### config.mk
export PLATFORM = sky130hd
export DESIGN_NAME = uart_rx_fifo_flat
export DESIGN_NICKNAME = d
export VERILOG_FILES = /design/src/rtl/uart_pkg.sv /design/src/rtl/uart_rx_fifo_if.sv /design/src/rtl/uart_fifo_mem.sv /design/src/rtl/uart_rx_fifo.sv /design/src/flat_wrapper.sv
export SDC_FILE = /design/constraint.sdc
export NUM_CORES = 1
export LEC_CHECK = 0
export CORE_ASPECT_RATIO = 0.6
export CORE_UTILIZATION = 40
export DETAILED_ROUTE_END_ITERATION = 10
export DONT_BUFFER_PORTS = 1
export GPL_TIMING_DRIVEN = 0
export SYNTH_ARGS = -nofsm -noshare
export SYNTH_HDL_FRONTEND = slang
export SYNTH_SLANG_ARGS = --single-unit
### constraint.sdc
create_clock -name clk -period 3.1 [get_ports clk]
set_input_delay 0.93 -clock clk [delete_from_list [all_inputs] [get_ports clk]]
set_output_delay 0.93 -clock clk [all_outputs]
set_load 0.01 [all_outputs]
### src/rtl/uart_pkg.sv
// Shared UART constants: character width and receive FIFO sizing defaults.
package uart_pkg;
    localparam int UART_DATA_W             = 8;
    localparam int UART_RX_FIFO_DEPTH_LOG2 = 4;
    localparam int UART_RX_FIFO_AF_LEVEL   = 12;
endpackage

### src/rtl/uart_rx_fifo_if.sv
// Receiver-to-FIFO and FIFO-to-host signal bundle; slave is the FIFO, master drives strobe/pop/clear.
interface uart_rx_fifo_if import uart_pkg::*; #(
    parameter int DATA_WIDTH = UART_DATA_W,
    parameter int DEPTH_LOG2 = UART_RX_FIFO_DEPTH_LOG2
);
    logic                  ena_rxd;
    logic [DATA_WIDTH-1:0] data_i;
    logic                  rd_en;
    logic                  clr_ovf;
    logic [DATA_WIDTH-1:0] data_o;
    logic                  empty;
    logic                  full;
    logic                  almost_full;
    logic [DEPTH_LOG2:0]   level;
    logic                  overflow;

    modport master (
        output ena_rxd, data_i, rd_en, clr_ovf,
        input  data_o, empty, full, almost_full, level, overflow
    );

    modport slave (
        input  ena_rxd, data_i, rd_en, clr_ovf,
        output data_o, empty, full, almost_full, level, overflow
    );
endinterface

### src/rtl/uart_fifo_mem.sv
// Simple dual-port storage: synchronous write, asynchronous read, array not reset.
module uart_fifo_mem #(
    parameter int DATA_WIDTH = 8,
    parameter int ADDR_W     = 4
) (
    input  logic                  clk,
    input  logic                  we,
    input  logic [ADDR_W-1:0]     waddr,
    input  logic [DATA_WIDTH-1:0] wdata,
    input  logic [ADDR_W-1:0]     raddr,
    output logic [DATA_WIDTH-1:0] rdata
);
    logic [DATA_WIDTH-1:0] mem [2**ADDR_W];

    always_ff @(posedge clk) begin
        if (we) begin
            mem[waddr] <= wdata;
        end
    end

    assign rdata = mem[raddr];
endmodule

### src/rtl/uart_rx_fifo.sv
// Receive byte FIFO: stores one byte per ena_rxd rising edge (visible next cycle), FWFT read.
// No receive backpressure: a write to a full FIFO without a same-cycle pop is dropped and flags overflow.
module uart_rx_fifo import uart_pkg::*; #(
    parameter int DATA_WIDTH        = UART_DATA_W,
    parameter int DEPTH_LOG2        = UART_RX_FIFO_DEPTH_LOG2,
    parameter int ALMOST_FULL_LEVEL = UART_RX_FIFO_AF_LEVEL
) (
    input  logic           clk,
    input  logic           rst,
    uart_rx_fifo_if.slave  bus
);
    localparam int PW = DEPTH_LOG2 + 1;
    localparam logic [PW-1:0] AF_LEVEL = PW'(ALMOST_FULL_LEVEL);

    logic                  ena_q;
    logic [PW-1:0]         wr_ptr;
    logic [PW-1:0]         rd_ptr;
    logic                  overflow_q;
    logic [DATA_WIDTH-1:0] head;
    logic                  wr;
    logic                  pop;
    logic                  wr_ok;
    logic                  drop;
    logic                  empty_w;
    logic                  full_w;
    logic [PW-1:0]         level_w;

    assign empty_w = (wr_ptr == rd_ptr);
    assign full_w  = (wr_ptr[DEPTH_LOG2] != rd_ptr[DEPTH_LOG2]) &&
                     (wr_ptr[DEPTH_LOG2-1:0] == rd_ptr[DEPTH_LOG2-1:0]);
    assign level_w = wr_ptr - rd_ptr;

    // ena_q resets high so the receiver's idle-high level after reset is not a write.
    assign wr    = bus.ena_rxd & ~ena_q;
    assign pop   = bus.rd_en & ~empty_w;
    assign wr_ok = wr & (~full_w | pop);
    assign drop  = wr & full_w & ~pop;

    always_ff @(posedge clk or posedge rst) begin
        if (rst) begin
            ena_q      <= 1'b1;
            wr_ptr     <= '0;
            rd_ptr     <= '0;
            overflow_q <= 1'b0;
        end else begin
            ena_q <= bus.ena_rxd;
            if (wr_ok) begin
                wr_ptr <= wr_ptr + PW'(1);
            end
            if (pop) begin
                rd_ptr <= rd_ptr + PW'(1);
            end
            // A drop in the same cycle as a clear keeps the flag set.
            if (drop) begin
                overflow_q <= 1'b1;
            end else if (bus.clr_ovf) begin
                overflow_q <= 1'b0;
            end
        end
    end

    uart_fifo_mem #(
        .DATA_WIDTH (DATA_WIDTH),
        .ADDR_W     (DEPTH_LOG2)
    ) u_mem (
        .clk   (clk),
        .we    (wr_ok),
        .waddr (wr_ptr[DEPTH_LOG2-1:0]),
        .wdata (bus.data_i),
        .raddr (rd_ptr[DEPTH_LOG2-1:0]),
        .rdata (head)
    );

    // Mask the unreset array so data_o reads zero while empty.
    assign bus.data_o      = empty_w ? '0 : head;
    assign bus.empty       = empty_w;
    assign bus.full        = full_w;
    assign bus.almost_full = (level_w >= AF_LEVEL);
    assign bus.level       = level_w;
    assign bus.overflow    = overflow_q;
endmodule

### src/flat_wrapper.sv
// flat-port wrapper written by rule: the top's interface ports become plain ports
module uart_rx_fifo_flat import uart_pkg::*;
#(
    parameter int DATA_WIDTH        = UART_DATA_W,
    parameter int DEPTH_LOG2        = UART_RX_FIFO_DEPTH_LOG2,
    parameter int ALMOST_FULL_LEVEL = UART_RX_FIFO_AF_LEVEL
)
  (clk, rst, bus_ena_rxd, bus_data_i, bus_rd_en, bus_clr_ovf, bus_data_o, bus_empty, bus_full, bus_almost_full, bus_level, bus_overflow);
  uart_rx_fifo_if #(.DATA_WIDTH(DATA_WIDTH), .DEPTH_LOG2(DEPTH_LOG2)) bus_i ();
  input  logic clk;
  input  logic rst;
  input wire logic [$bits(bus_i.ena_rxd)-1:0] bus_ena_rxd;
  input wire logic [$bits(bus_i.data_i)-1:0] bus_data_i;
  input wire logic [$bits(bus_i.rd_en)-1:0] bus_rd_en;
  input wire logic [$bits(bus_i.clr_ovf)-1:0] bus_clr_ovf;
  output wire logic [$bits(bus_i.data_o)-1:0] bus_data_o;
  output wire logic [$bits(bus_i.empty)-1:0] bus_empty;
  output wire logic [$bits(bus_i.full)-1:0] bus_full;
  output wire logic [$bits(bus_i.almost_full)-1:0] bus_almost_full;
  output wire logic [$bits(bus_i.level)-1:0] bus_level;
  output wire logic [$bits(bus_i.overflow)-1:0] bus_overflow;
  assign bus_i.ena_rxd = bus_ena_rxd;
  assign bus_i.data_i = bus_data_i;
  assign bus_i.rd_en = bus_rd_en;
  assign bus_i.clr_ovf = bus_clr_ovf;
  assign bus_data_o = bus_i.data_o;
  assign bus_empty = bus_i.empty;
  assign bus_full = bus_i.full;
  assign bus_almost_full = bus_i.almost_full;
  assign bus_level = bus_i.level;
  assign bus_overflow = bus_i.overflow;
  uart_rx_fifo #(.DATA_WIDTH(DATA_WIDTH), .DEPTH_LOG2(DEPTH_LOG2), .ALMOST_FULL_LEVEL(ALMOST_FULL_LEVEL)) u_core (.clk(clk), .rst(rst), .bus(bus_i));
endmodule
==> results_tabular.tex, run 1 <==
\begin{tabular}{lr}
\hline
Metric & Value \\
\hline
\multicolumn{2}{l}{\textbf{Run status}} \\
\quad Status & finished with violations \\
\quad Violations in the final reports & setup timing \\
\multicolumn{2}{l}{\textbf{Place}} \\
\quad Final GP Congestion & roughly 0.76 \\
\quad Placed Instance Area & between 6000 and 7000 µm² \\
\quad Total half-perimeter wirelength after legalization and detailed placement & between 7000 and 8000 µm \\
\quad Number of port buffers & 0 \\
\quad Total placed cells including tap cells & about 500 \\
\multicolumn{2}{l}{\textbf{Detailed routing}} \\
\quad Via-per-instance ratio & 5.293 \\
\quad Detailed-router iteration count before antenna repair & 4 \\
\quad Via count of the routed design & about 2,900 \\
\quad Antenna-violating nets left & 0 \\
\quad Initial drt markers & $\sim$210 \\
\quad Residual DRC count & 0 \\
\quad Overall routed net length & approximately 12,000 µm \\
\quad Wire per inst & roughly 22 µm \\
\multicolumn{2}{l}{\textbf{Synthesis}} \\
\quad Seq cells post-synth & 140 \\
\quad Share of Yosys cell area claimed by the top area cell type & between 60\% and 70\% \\
\quad Leading area contributor after synthesis & edfxtp\_1 \\
\quad Post-Syn Instances & around 300 \\
\quad Post-Synthesis Cell Area & 5853 µm² \\
\quad Largest cells by area after synthesis & edfxtp\_1 (66\%), mux4\_2 (8.8\%), dfrtp\_1 (4.7\%) \\
\quad Synth cell types & 39 \\
\quad Avg Cell Area, Syn & 19.25 µm² \\
\quad Post-Synthesis Net Count & between 300 and 400 \\
\quad Number of warnings issued by yosys & 0 \\
\quad Part of the Yosys area used for sequential elements & 70.82\% \\
\multicolumn{2}{l}{\textbf{STA}} \\
\quad Relative slew margins & 59.40\% \\
\quad Ratio of final minimum period to clock period & 101.5\% \\
\quad Maximum clock frequency & roughly 320 MHz \\
\quad Max-slew violation count & 0 \\
\quad Final setup slack of the worst path & -0.04651 ns \\
\quad Final critical delay including setup and external delays & around 3.1 ns \\
\quad Final worst hold slack & 0.4206 ns \\
\quad Worst Tran Pin Value & $\sim$0.60 ns \\
\quad Unrepaired setup endpoints after global routing & yes \\
\quad Final setup skew & around 0.0080 ns \\
\quad Final setup violation count & 5 \\
\quad Setup TNS & -0.09355 ns \\
\quad Final count of hold timing violations & 0 \\
\multicolumn{2}{l}{\textbf{Cells and area}} \\
\quad Summed area of non-filler cells in the final layout & roughly 7000 µm² \\
\quad FF+latch area & 4149 µm² \\
\quad ANT cells & 0 \\
\quad Nets@finish & between 300 and 400 \\
\quad Multi-input combinational cell area & about 1700 µm² \\
\quad Commonest non-fill, non-tap cells in the layout & edfxtp\_1 (128), mux4\_2 (27), clkbuf\_16 (18), and2\_1 (11) \\
\quad Post-synthesis to final-layout area growth & 20.29\% \\
\quad Final instance count without filler cells & 539 \\
\quad Fillers & about 1,200 \\
\quad Proportion of layout cells with a drive suffix above 1 & between 30\% and 40\% \\
\quad Most common cell after layout, fill and taps aside & edfxtp\_1 \\
\multicolumn{2}{l}{\textbf{Global routing}} \\
\quad Global-route wire length before repair & 18,220 µm \\
\quad Antenna violations before repair & 0 \\
\quad Vias in the first global route & 2,948 \\
\quad All-layer global routing usage & between 15 and 20\% \\
\quad Remaining global-route overflow & 0 \\
\quad Maximum number of pins on one net before global-route repair & 17 \\
\multicolumn{2}{l}{\textbf{Setup path}} \\
\quad Type of destination of the critical path & output port \\
\quad Kind of critical path & register to output port \\
\quad Required time of the critical path & around 2.2 ns \\
\quad Arrival time of the worst setup path & 2.22 ns \\
\quad Crit path largest cell delay & 0.39 ns \\
\quad CP max stage cell & dfrtp\_1 \\
\quad Largest driver fanout on the critical path & 8 \\
\quad Type of element launching the critical path & register \\
\quad Most Frequent Cell on Critical Path & buf\_12 \\
\quad Critical Path, Cell by Cell & buf\_6 -> buf\_12 -> buf\_12 -> clkinv\_8 -> ha\_4 -> and4\_4 -> nand2\_8 -> buf\_12 -> o21ai\_2 -> a21oi\_2 \\
\multicolumn{2}{l}{\textbf{Clock tree}} \\
\quad H-tree Lvls & 4 \\
\quad Root buf cell & clkbuf\_16 \\
\quad Number of hold buffers added after cts & 0 \\
\quad Number of clock sinks & 140 \\
\quad Clock insertion delay at the later pin of the skew report & slightly above 0.4 ns \\
\quad CTS Buffer Depth & 2 \\
\quad Clock slew at the register clock pins of the worst setup and hold paths & $\sim$0.060 ns \\
\quad Number of buffers added by the clock tree synthesis step & 17 \\
\quad CTS tree & yes \\
\multicolumn{2}{l}{\textbf{Run}} \\
\quad Max Cap Violations & 0 \\
\multicolumn{2}{l}{\textbf{Floorplanning}} \\
\quad Die area & about 15,000 µm² \\
\quad Die span in x & between 150 and 200 µm \\
\quad IO Count & 30 \\
\quad Y dimension of the die & 95.70 µm \\
\quad Number of rows created at floorplan & 33 \\
\quad Starting utilization of the core area & a little over two fifths \\
\quad Core Area & 13,960 µm² \\
\multicolumn{2}{l}{\textbf{Power and ir drop}} \\
\quad Power Dens Cells & between 1000 and 1500 nW/µm² \\
\quad Peak ir drop on the vdd network & slightly below 700 µV \\
\quad Leakage power summed over all cells & about 0.0024 µW \\
\quad Final Total Pwr & a little over 7000 µW \\
\multicolumn{2}{l}{\textbf{Worst hold path}} \\
\quad Hold/Removal Path Class & primary input to asynchronous set/reset pin \\
\hline
\end{tabular}
==> state kept, by name, summed over array words and instances (netlist names) <==
name                 flops
u_core.u_mem.mem       128
u_core.rd_ptr            5
u_core.wr_ptr            5
u_core.bus.overflow      1
u_core.ena_q             1
==> metrics by stage <==
stage	util (%)	setup slack [ns]
after floorplan	-	0.04560
after global placement	43.66	-0.8786
after detailed placement	43.66	-0.8750
after CTS	49.38	-0.06708
after global routing	50.45	-0.09420
final	50.45	-0.04651
==> report_power, final <==
part           switching, µW  internal (µW)
clock                    836           1050
sequential              93.3           2220
combinational           1540           1350
==> synthesized netlist by cell type, drive strengths merged <==
cell / count
a211o: 1
a21oi: 9
a31o: 1
a31oi: 1
and2: 11
and3: 6
and4: 2
buf: 9
clkbuf: 3
dfrtp: 11
dfstp: 1
edfxtp: 128
fa: 1
ha: 9
inv: 14
mux2: 8
mux2i: 11
mux4: 31
nand2: 8
nand2b: 1
nand3: 1
nand4: 4
nor2: 3
nor2b: 2
nor3: 1
nor3b: 1
o21ai: 11
o221ai: 1
o22ai: 1
o31ai: 1
xnor2: 8
xor2: 4
==> metal layers <==
| metal | up-vias | share of wire, % | track usage, % |
|---|---|---|---|
| met3 | 7 | 8.9 | 5.403 |
| met1 | 1473 | 47 | 26.42 |
| met5 | - | 0 | 0 |
| li1 | 1287 | - | - |
| met2 | 86 | 43 | 25.26 |
| met4 | 0 | 0.61 | 6.731 |
==> critical path, delay by kind of cell (launching register included) <==
family                   cells  cell delay, ns
AND/OR/NAND/NOR              2            0.31
buffers and inverters        5            0.60
AO/OA/AOI/OAI                2            0.29
adder cells (fa/ha/maj)      1            0.19
flip-flops                   1            0.39
==> cells by family after synthesis <==
family	count (synthesis)	synth area share [%]
AO/OA/AOI/OAI	26	2.758
flip-flops	140	70.82
XOR/XNOR	12	1.796
adder cells (fa/ha/maj)	10	2.266
multiplexers	50	15.86
buffers and inverters	26	2.629
AND/OR/NAND/NOR	40	3.869
==> final timing paths <==
kind                                         startpoint                          endpoint  slack [ns]  cells after the start
max                        u_core.rd_ptr[1]$_DFFE_PP0P_                     bus_data_o[2]       -0.05                     10
max in group asynchronous                           rst      u_core.rd_ptr[3]$_DFFE_PP0P_        2.31                      1
min reg2reg                u_core.wr_ptr[4]$_DFFE_PP0P_      u_core.wr_ptr[4]$_DFFE_PP0P_        0.53                      1
max reg2reg                u_core.rd_ptr[1]$_DFFE_PP0P_  u_core.u_mem.mem[4][2]$_DFFE_PP_        0.19                     10
min in group clk                            bus_ena_rxd            u_core.ena_q$_DFF_PP1_        0.51                      0
min                                                 rst   u_core.bus.overflow$_DFFE_PP0P_        0.42                      1
==> final cells by class <==
type | count | share of cell area (%)
sequential | 140 | 58.93
multi-input combinational | 138 | 24.84
clock buffer | 17 | 6.042
tap | 192 | 3.412
timing repair buffer | 12 | 1.937
buffer | 11 | 1.866
clock inverter | 15 | 1.813
inverter | 14 | 1.155
==> timing repair <==
action,4_1_cts,5_1_grt
setup endpoints to repair,142,11
pin swaps,3,4
buffers inserted,9,2
gates resized for setup,51,24
gates cloned,0,1
Note: power is estimated with default switching activity, not from simulation.
==> inputs of run 2 (changes only) <==
--- a/config.mk
+++ b/config.mk
@@ -5,11 +5,13 @@
 export SDC_FILE = /design/constraint.sdc
 export NUM_CORES = 1
 export LEC_CHECK = 0
+export CAP_MARGIN = 20
 export CORE_ASPECT_RATIO = 0.6
 export CORE_UTILIZATION = 40
 export DETAILED_ROUTE_END_ITERATION = 10
 export DONT_BUFFER_PORTS = 1
 export GPL_TIMING_DRIVEN = 0
+export SLEW_MARGIN = 0
 export SYNTH_ARGS = -nofsm -noshare
 export SYNTH_HDL_FRONTEND = slang
 export SYNTH_SLANG_ARGS = --single-unit
==> results of run 2 <==
Final layout, timing and power as in run 1 (identical DEF).
==> inputs of run 3 (changes only) <==
--- a/config.mk
+++ b/config.mk
@@ -6,7 +6,7 @@
 export NUM_CORES = 1
 export LEC_CHECK = 0
 export CAP_MARGIN = 20
-export CORE_ASPECT_RATIO = 0.6
+export CORE_ASPECT_RATIO = 0.75
 export CORE_UTILIZATION = 40
 export DETAILED_ROUTE_END_ITERATION = 10
 export DONT_BUFFER_PORTS = 1
==> run 3 against run 2 <==
Effect of this change: the flow now finishes without violations; wire length rose by 2.4%; setup slack improved by 0.060 ns; highest routed layer unchanged; non-clock buffer count did not move.
==> results_tabular.tex, run 3 (synthesis gave the netlist of run 1 again) <==
\begin{tabular}{lr}
\hline
Metric & Value \\
\hline
\multicolumn{2}{l}{\textbf{Run status}} \\
\quad Status & completed (was finished with violations) \\
\multicolumn{2}{l}{\textbf{Detailed routing}} \\
\quad Via-per-instance ratio & 5.195 (was 5.293) \\
\quad Via count of the routed design & 2,821 (was 2,853) \\
\quad Initial drt markers & 198 (was 213) \\
\quad Residual DRC count & 0 (unchanged) \\
\quad Detailed-router iteration count before antenna repair & 4 (unchanged) \\
\quad Antenna-violating nets left & 0 (unchanged) \\
\quad Wire per inst & 22.75 µm (was 22.38 µm) \\
\quad Overall routed net length & 12,350 µm (was 12,060 µm) \\
\multicolumn{2}{l}{\textbf{Setup path}} \\
\quad Number of cell instances on the worst register-to-register path & 9 (was 10) \\
\quad Largest driver fanout on the critical path & 7 (was 8) \\
\quad CP max stage cell & dfrtp\_2 (was dfrtp\_1) \\
\quad Critical Path, Cell by Cell & buf\_12 -> buf\_12 -> clkinv\_8 -> ha\_4 -> and4\_4 -> nand2\_4 -> clkinvlp\_4 -> o31ai\_4 (was buf\_6 -> buf\_12 -> buf\_12 -> clkinv\_8 -> ha\_4 -> and4\_4 -> nand2\_8 -> buf\_12 -> o21ai\_2 -> a21oi\_2) \\
\quad Kind of critical path & register to output port (unchanged) \\
\quad Required time of the critical path & 2.17 ns (about the same) \\
\quad Type of destination of the critical path & output port (unchanged) \\
\quad Type of element launching the critical path & register (unchanged) \\
\quad Logic depth of the worst setup path including buffers & 8 (was 10) \\
\quad Most Frequent Cell on Critical Path & buf\_12 (unchanged) \\
\quad Register-to-register path setup slack & 0.30 ns (was 0.19 ns) \\
\quad Arrival time of the worst setup path & 2.16 ns (was 2.22 ns) \\
\quad Crit path largest cell delay & 0.44 ns (was 0.39 ns) \\
\quad Category of cells accounting for the largest share of critical-path delay & buffers and inverters (unchanged) \\
\quad Crit path buf inv count & 4 (was 5) \\
\multicolumn{2}{l}{\textbf{Global routing}} \\
\quad Antenna violations before repair & 0 (unchanged) \\
\quad Vias in the first global route & 2,858 (was 2,948) \\
\quad Maximum number of pins on one net before global-route repair & 17 (unchanged) \\
\quad Global-route wire length before repair & 18,050 µm (was 18,220 µm) \\
\quad Remaining global-route overflow & 0 (unchanged) \\
\quad All-layer global routing usage & 17.50\% (was 18.01\%) \\
\multicolumn{2}{l}{\textbf{Cells and area}} \\
\quad Proportion of layout cells with a drive suffix above 1 & 35.92\% (was 36.60\%) \\
\quad Nets@finish & 358 (was 357) \\
\quad Util after Layout & 50.06\% (was 50.45\%) \\
\quad Most common cell after layout, fill and taps aside & edfxtp\_1 (unchanged) \\
\quad ANT cells & 0 (unchanged) \\
\quad Commonest non-fill, non-tap cells in the layout & edfxtp\_1 (128), mux4\_2 (27), clkbuf\_16 (17), buf\_4 (15), and2\_1 (11) (was edfxtp\_1 (128), mux4\_2 (27), clkbuf\_16 (18), and2\_1 (11)) \\
\quad Summed area of non-filler cells in the final layout & 6999 µm² (was 7041 µm²) \\
\quad Top flop regs & u\_core.u\_mem.mem (128), u\_core.rd\_ptr (5), u\_core.wr\_ptr (5) (unchanged) \\
\quad Register with the most flip-flops & u\_core.u\_mem.mem (unchanged) \\
\quad Number of flip-flops in the largest register & 128 (unchanged) \\
\quad Post-synthesis to final-layout area growth & 19.58\% (was 20.29\%) \\
\quad Fillers & 1,165 (was 1,177) \\
\multicolumn{2}{l}{\textbf{Clock tree}} \\
\quad Clock slew at the register clock pins of the worst setup and hold paths & 0.06 ns (about the same) \\
\quad CTS tree & yes (unchanged) \\
\quad H-tree Lvls & 4 (unchanged) \\
\quad Number of clock sinks & 140 (unchanged) \\
\quad Number of buffers added by the clock tree synthesis step & 17 (unchanged) \\
\quad Clock insertion delay at the later pin of the skew report & 0.41 ns (about the same) \\
\quad Number of hold buffers added after cts & 0 (unchanged) \\
\quad Root buf cell & clkbuf\_16 (unchanged) \\
\quad CTS Buffer Depth & 2 (unchanged) \\
\multicolumn{2}{l}{\textbf{STA}} \\
\quad Maximum clock frequency & 324.0 MHz (was 317.8 MHz) \\
\quad Final critical delay including setup and external delays & 3.086 ns (was 3.147 ns) \\
\quad Worst Tran Pin Value & 0.5957 ns (was 0.6046 ns) \\
\quad Ratio of final minimum period to clock period & 99.56\% (was 101.5\%) \\
\quad Unrepaired setup endpoints after global routing & yes (unchanged) \\
\quad Relative slew margins & 60.00\% (was 59.40\%) \\
\quad Final setup skew & 0.006075 ns (was 0.007989 ns) \\
\quad Setup TNS & 0 ns (was -0.09355 ns) \\
\quad Final setup slack of the worst path & 0.01365 ns (was -0.04651 ns) \\
\quad Final count of hold timing violations & 0 (unchanged) \\
\quad Final setup violation count & 0 (was 5) \\
\quad Max-slew violation count & 0 (unchanged) \\
\multicolumn{2}{l}{\textbf{Worst hold path}} \\
\quad Hold/Removal Path Class & primary input to asynchronous set/reset pin (unchanged) \\
\multicolumn{2}{l}{\textbf{Floorplanning}} \\
\quad Die area & 15,130 µm² (was 15,140 µm²) \\
\quad Core Area & 13,980 µm² (was 13,960 µm²) \\
\quad Number of rows created at floorplan & 37 (was 33) \\
\quad Die span in x & 141.7 µm (was 158.2 µm) \\
\quad Y dimension of the die & 106.8 µm (was 95.70 µm) \\
\quad Starting utilization of the core area & 41.87\% (was 41.94\%) \\
\quad IO Count & 30 (unchanged) \\
\multicolumn{2}{l}{\textbf{Place}} \\
\quad Final GP Congestion & 0.8015 (was 0.7596) \\
\quad Total half-perimeter wirelength after legalization and detailed placement & 7625 µm (was 7845 µm) \\
\quad Worst slack at placement & -0.7236 ns (was -0.8750 ns) \\
\quad Placed Instance Area & 6097 µm² (was 6093 µm²) \\
\quad Number of port buffers & 0 (unchanged) \\
\multicolumn{2}{l}{\textbf{Run}} \\
\quad Max Cap Violations & 0 (unchanged) \\
\multicolumn{2}{l}{\textbf{Power and ir drop}} \\
\quad Leakage power summed over all cells & 0.002367 µW (was 0.002386 µW) \\
\quad Peak ir drop on the vdd network & 430.9 µV (was 685.6 µV) \\
\quad Power Dens Cells & 1017 nW/µm² (was 1008 nW/µm²) \\
\quad Final Total Pwr & 7118 µW (was 7096 µW) \\
\hline
\end{tabular}
run 3: cell types whose count changed in the layout (fill, tap and decap cells not counted), sizes merged:
cell | before | now
inv | 22 | 14
clkinv | 4 | 9
bufinv | 0 | 3
buf | 20 | 21
clkinvlp | 3 | 2
nand2 | 8 | 9
run 3: area by class of cell:
| type | instances | area (µm²) | area share, % |
|---|---|---|---|
| Buffer | 10 | 111.4 | 1.591 |
| Sequential cell | 140 | 4150 | 59.30 |
| Clock buffer | 18 | 429.2 | 6.132 |
| Tap cell | 195 | 244.0 | 3.486 |
| Clock inverter | 14 | 170.2 | 2.431 |
| Multi-Input combinational cell | 139 | 1708 | 24.40 |
| Timing Repair Buffer | 13 | 105.1 | 1.502 |
| Inverter | 14 | 81.33 | 1.162 |
run 3: final timing paths:
path,from,endpoint
setup / recovery,u_core.rd_ptr[1]$_DFFE_PP0P_,bus_data_o[6]
hold / removal,rst,u_core.bus.overflow$_DFFE_PP0P_
setup reg to reg,u_core.rd_ptr[1]$_DFFE_PP0P_,u_core.u_mem.mem[13][6]$_DFFE_PP_
hold reg to reg,u_core.wr_ptr[4]$_DFFE_PP0P_,u_core.wr_ptr[4]$_DFFE_PP0P_
max in group asynchronous,rst,u_core.rd_ptr[3]$_DFFE_PP0P_
min in group clk,bus_ena_rxd,u_core.ena_q$_DFF_PP1_
run 3: repair_timing:
| item | 4_1_cts | 5_1_grt |
|---|---|---|
| cloned | 1 | 0 |
| setup buffers | 8 | 5 |
| hold endpoints to repair | 0 | 0 |
| setup endpoints to repair | 142 | 11 |
| resized for setup | 50 | 14 |
| pin swaps | 5 | 6 |
run 3: metal layers:
layer	GRT usage [%]	vias up	routed length, µm
met2	26.11	47	5906
met5	0	-	0
met3	4.958	5	627
met1	24.59	1491	5755
li1	-	1278	-
met4	6.221	0	62
run 3: stage by stage:
stage / hold slack (ns) / instances
floorplan: 0.4982 / 304
detailed placement: 0.5198 / 499
global route: 0.4635 / 543
global placement: 0.5136 / 499
finish: 0.4349 / 543
CTS: 0.4335 / 539
run 3: power by group:
part / leakage, µW / switching, µW / total, µW / internal, µW
clock: 0.000294 / 777 / 2050 / 1270
sequential: 0.00129 / 108 / 2330 / 2220
combinational: 0.000778 / 1470 / 2740 / 1270
